--- config.mk ---
export PLATFORM = sky130hd
export DESIGN_NAME = uart_rx_core
export DESIGN_NICKNAME = d
export VERILOG_FILES = /design/src/rtl/uart_rx_core.sv
export SDC_FILE = /design/constraint.sdc
export NUM_CORES = 1
export LEC_CHECK = 0
export ABC_AREA = 1
export ABC_CLOCK_PERIOD_IN_PS = 3700
export BUFFER_PORTS_ARGS = -buffer_cell sky130_fd_sc_hd__buf_4
export CORE_MARGIN = 5
export CORE_UTILIZATION = 30
export CTS_CLUSTER_DIAMETER = 30
export DETAILED_ROUTE_END_ITERATION = 8
export HOLD_SLACK_MARGIN = 0.12
export SYNTH_ARGS = -nofsm -noshare
export SYNTH_HDL_FRONTEND = slang
export SYNTH_SLANG_ARGS = --single-unit
--- constraint.sdc ---
create_clock -name HCLK -period 3.7 [get_ports HCLK]
set_input_delay 0.555 -clock HCLK [delete_from_list [all_inputs] [get_ports HCLK]]
set_output_delay 0.555 -clock HCLK [all_outputs]
set_load 0.1 [all_outputs]
--- src/rtl/uart_rx_core.sv ---
// uart_rx_core: 8N1 serial receive front-end for the AHB UART.
// Synchronises serialRx, times bits with a 16x oversample tick, takes a
// 3-sample majority vote at mid-bit and hands each good byte to the RX FIFO
// as a one-cycle strobe. Framing errors and overruns are single-cycle pulses.
module uart_rx_core #(
  parameter int unsigned BAUD_DIV = 27
) (
  input  logic       HCLK,
  input  logic       HRESETn,
  input  logic       serialRx,
  input  logic       rxFull,
  output logic [7:0] rxData,
  output logic       rxValid,
  output logic       frameErr,
  output logic       overrun,
  output logic       rxBusy
);

  localparam logic [2:0] IDLE     = 3'd0;
  localparam logic [2:0] START    = 3'd1;
  localparam logic [2:0] DATA     = 3'd2;
  localparam logic [2:0] STOP     = 3'd3;
  localparam logic [2:0] WAITHIGH = 3'd4;

  localparam logic [15:0] TICK_LAST = 16'(BAUD_DIV - 1);

  logic [2:0]  state;
  logic        sync_meta;
  logic        rxs;
  logic [15:0] baud_cnt;
  logic        tick;
  logic [3:0]  ph;
  logic [2:0]  bit_cnt;
  logic [7:0]  shreg;
  logic        samp6;
  logic        samp7;
  logic        vote;
  logic        vote_tick;
  logic        wrap_tick;

  // Two-flop synchroniser; idles high so reset never looks like a start bit.
  always_ff @(posedge HCLK or negedge HRESETn) begin
    if (!HRESETn) begin
      sync_meta <= 1'b1;
      rxs       <= 1'b1;
    end else begin
      sync_meta <= serialRx;
      rxs       <= sync_meta;
    end
  end

  // Oversample divider, held at zero in IDLE so bit timing starts at the edge.
  always_ff @(posedge HCLK or negedge HRESETn) begin
    if (!HRESETn) begin
      baud_cnt <= '0;
    end else if ((state == IDLE) || (baud_cnt == TICK_LAST)) begin
      baud_cnt <= '0;
    end else begin
      baud_cnt <= baud_cnt + 16'd1;
    end
  end

  assign tick      = (state != IDLE) && (baud_cnt == TICK_LAST);
  assign vote_tick = tick && (ph == 4'd8);
  assign wrap_tick = tick && (ph == 4'd15);

  // Phase within the current bit, sixteen ticks per bit, wrapping at 15.
  always_ff @(posedge HCLK or negedge HRESETn) begin
    if (!HRESETn) begin
      ph <= '0;
    end else if (state == IDLE) begin
      ph <= '0;
    end else if (tick) begin
      ph <= ph + 4'd1;
    end
  end

  // Capture the two early mid-bit samples; the third is rxs itself at ph 8.
  always_ff @(posedge HCLK or negedge HRESETn) begin
    if (!HRESETn) begin
      samp6 <= 1'b1;
      samp7 <= 1'b1;
    end else if (tick) begin
      if (ph == 4'd6) samp6 <= rxs;
      if (ph == 4'd7) samp7 <= rxs;
    end
  end

  // Two-of-three majority so a single noisy sample cannot flip a bit.
  always_comb begin
    vote = (samp6 & samp7) | (samp6 & rxs) | (samp7 & rxs);
  end

  // Frame state machine, shift register and registered result pulses.
  always_ff @(posedge HCLK or negedge HRESETn) begin
    if (!HRESETn) begin
      state    <= IDLE;
      bit_cnt  <= '0;
      shreg    <= '0;
      rxData   <= '0;
      rxValid  <= 1'b0;
      frameErr <= 1'b0;
      overrun  <= 1'b0;
    end else begin
      rxValid  <= 1'b0;
      frameErr <= 1'b0;
      overrun  <= 1'b0;
      case (state)
        IDLE: begin
          if (!rxs) begin
            state   <= START;
            bit_cnt <= '0;
          end
        end
        START: begin
          if (vote_tick && vote) begin
            state <= IDLE;
          end else if (wrap_tick) begin
            state <= DATA;
          end
        end
        DATA: begin
          if (vote_tick) begin
            shreg <= {vote, shreg[7:1]};
          end
          if (wrap_tick) begin
            if (bit_cnt == 3'd7) begin
              state <= STOP;
            end
            bit_cnt <= bit_cnt + 3'd1;
          end
        end
        STOP: begin
          if (vote_tick) begin
            if (vote) begin
              if (rxFull) begin
                overrun <= 1'b1;
              end else begin
                rxData  <= shreg;
                rxValid <= 1'b1;
              end
              state <= IDLE;
            end else begin
              frameErr <= 1'b1;
              state    <= WAITHIGH;
            end
          end
        end
        WAITHIGH: begin
          if (rxs) begin
            state <= IDLE;
          end
        end
        default: begin
          state <= IDLE;
        end
      endcase
    end
  end

  assign rxBusy = (state != IDLE);

endmodule

==> results.md <==
- Reg clk slew, reported paths: 0.10 ns
- Synth area leaders: dfrtp_1 (44%), nand2_1 (9.0%), inv_1 (5.6%)
- Relative slew slack: 59.3%
- Largest net degree at the start of global routing: 50
- Net Switching: 207 uW
- Initial Util: 30.9%
- Mapped Avg Cell Area: 8.61 um^2
- Die footprint: 10400 um^2
- Vias per cell: 4.49
- Final Hold Fails: 0
- Number of synthesized flops with an enable pin: 0
- Core ar.: 8220 um^2
- Post-CTS Resized: 0
- Seq/Total Area, Yosys: 48.5%
- Primary FF master, synth: dfrtp_1
- Place WS: 1.94 ns
- Post-cts hold buffer count: 0
- Placement Rows: 33
- Mapped Cells: 295
- CP Launch Type: flip-flop
- Share of layout cells above drive strength 1: 19.4%
- ANT nets after route: 0
- Setup WS post-layout: 1.75 ns
- Synthesized flop and latch total: 49
- Fin cells: 420
- N_diodes: 0
- CTS tree: built
- Final core utilization: 34.7%
- RSZ-0062 raised after global routing: no
- Final Skew: 0.00624 ns
- Post-synth top area cell: dfrtp_1
- Status: finished, final reports clean
- Port Buffer Count: 15
- Distinct cells, synth: 38
- Sequential share of power: 60.8%
- Placed insts: 412
- DRT iter0 DRCs: 87
- Crit path time final: 1.95 ns
- GP Congestion: 0.832
- Via count: 1887
- Synth warn: 0
- Share of power burned in the clock network: 37.6%
- TritonCTS Buffers: 5
- Worst min-delay path class: in -> async
- Arrival time worst endpoint: 1.40 ns
- Sw Ratio: 23.4%
- Top-count cell post-synth: nand2_1
- Die Y: 102 um
- Worst Max-Slew Pin Slew: 0.611 ns
- DRC viols: 0
- Root Buffer: clkbuf_8
- Mapped Nets: 306
- Final Max Slew Viols: 0
- Setup TNS: 0 ns
- CP max FO: 8
- Leakage: 0.00133 uW
- Fin nets: 325
- DP HPWL: 3.53 mm
- Max H-tree Level: 2
- Post-synth top area share: 44.3%
- PwrDens: 310 nW/um^2
- Internal: 678 uW
- Kind of critical path: reg -> out
- Async SR Flop Fraction: 100%
- Crit. End Element: primary output
- Maximum vdd drop: 0.000119 V
- Post-synth top cells: nand2_1 (61), dfrtp_1 (45), inv_1 (38)
- Vias in the first global route: 1926
- Initial antenna violation count: 0
- Chip width: 102 um
- Synthesized area: 2540 um^2
- Routed WL per cell: 11.4 um
- CTS sink cnt: 49
- WL final: 4.78 mm
- Total gr overflow: 0
- First-pass GRT wire length: 8.60 mm
- Fmax: 513 MHz
- Worst skew pair latency: 0.31 ns
- Max Cap Violations: 0
- Layout area overhead: 12.2%
- Comb pwr share: 1.5%
- Total Routing Usage GR: 10.2%
- Part of the cycle the worst path needs: 52.7%
- CP required: 3.14 ns
- Clock Tree Buf Depth: 2
- # setup viols final: 0
- 1st-pass router iterations: 4
- IO Pins: 16
- Setup bufs post-CTS: 0
## sequential cells by signal, indices dropped and copies added, names as in the netlist
| name | flops |
|---|---|
| state | 3 |
| ph | 4 |
| bit_cnt | 3 |
| rxData | 8 |
| frameErr | 1 |
| rxValid | 1 |
| sync_meta | 1 |
| samp7 | 1 |
| baud_cnt | 16 |
| shreg | 8 |
| overrun | 1 |
| rxs | 1 |
| samp6 | 1 |
## power by group through the flow
stage	Sequential [uW]	Combinational, uW	Clock (uW)
finish	538	13.7	333
global route	538	16.5	370
CTS	538	14.9	348
detailed placement	548	14.9	0
global placement	548	15.0	0
floorplan	548	1.03	0
## final timing paths
path                                       start                      to  slack, ns  depth (start not counted)
setup / recovery            state[2]$_DFFE_PN0P_                  rxBusy       1.75                          3
setup reg to reg           baud_cnt[0]$_DFF_PN0_   rxData[6]$_DFFE_PN0P_       1.94                         10
hold reg to reg              sync_meta$_DFF_PN1_           rxs$_DFF_PN1_       0.37                          0
hold / removal                           HRESETn  baud_cnt[10]$_DFF_PN0_       0.26                          1
min in group HCLK                       serialRx     sync_meta$_DFF_PN1_       0.34                          1
max in group asynchronous                HRESETn    state[0]$_DFFE_PN0P_       3.04                          1
## metrics by stage
step,cell area [um^2],hold WS [ns],power (uW)
6_report,2850,0.258,885
5_1_grt,2850,0.299,925
4_1_cts,2850,0.276,901
3_5_place_dp,2760,0.353,563
3_3_place_gp,2760,0.347,563
2_1_floorplan,2540,0.259,549
## logic make-up (layout without fill, tap and decap cells)
logic type	Yosys count	after routing	synth area share, %
xor+xnor	4	4	1.38
fa+ha+maj	7	7	3.45
buf+inv	46	66	7.59
simple gates	148	148	29.2
flops	49	49	48.5
compound gates	41	41	9.90
## layer usage
| layer | up-vias | part of all wire, % | track usage [%] | routed length (um) |
|---|---|---|---|---|
| met5 | - | 0 | 0 | 0 |
| met2 | 19 | 47 | 16.6 | 2250 |
| met4 | 0 | 1.3 | 3.83 | 60 |
| met3 | 4 | 2.1 | 1.91 | 100 |
| met1 | 876 | 50 | 13.6 | 2370 |
| li1 | 988 | - | - | - |
## layout make-up
| type | instances | area [um^2] |
|---|---|---|
| fill | 832 | 5370 |
| sequential | 49 | 1230 |
| multi-input combinational | 200 | 1120 |
| inverter | 43 | 165 |
| tap | 105 | 131 |
| timing repair buffer | 15 | 113 |
| clock buffer | 5 | 68.8 |
| clock inverter | 3 | 25.0 |
## worst max-delay path, cell delays in order (launching register included)
cell and delay [ns]:
dfrtp_1 0.46, nor2_2 0.22, nand2_4 0.14, buf_4 0.26
## cells in the final DEF, fill, tap and decap left out, types with 2 or more instances in the layout
master,count
nor2_4,3
o21ai_0,6
buf_4,15
clkbuf_8,5
dfrtp_1,45
inv_6,2
nand3_1,25
nor3_2,3
nor2_2,5
inv_2,2
ha_1,7
nor2_1,29
nor3_1,5
nand2_1,61
inv_1,38
o21ai_2,7
dfstp_2,4
a21oi_1,11
o21ai_1,11
nand2_2,3
nand3_2,2
nand4_1,5
xor2_1,4
(Power assumes the default switching activity.)
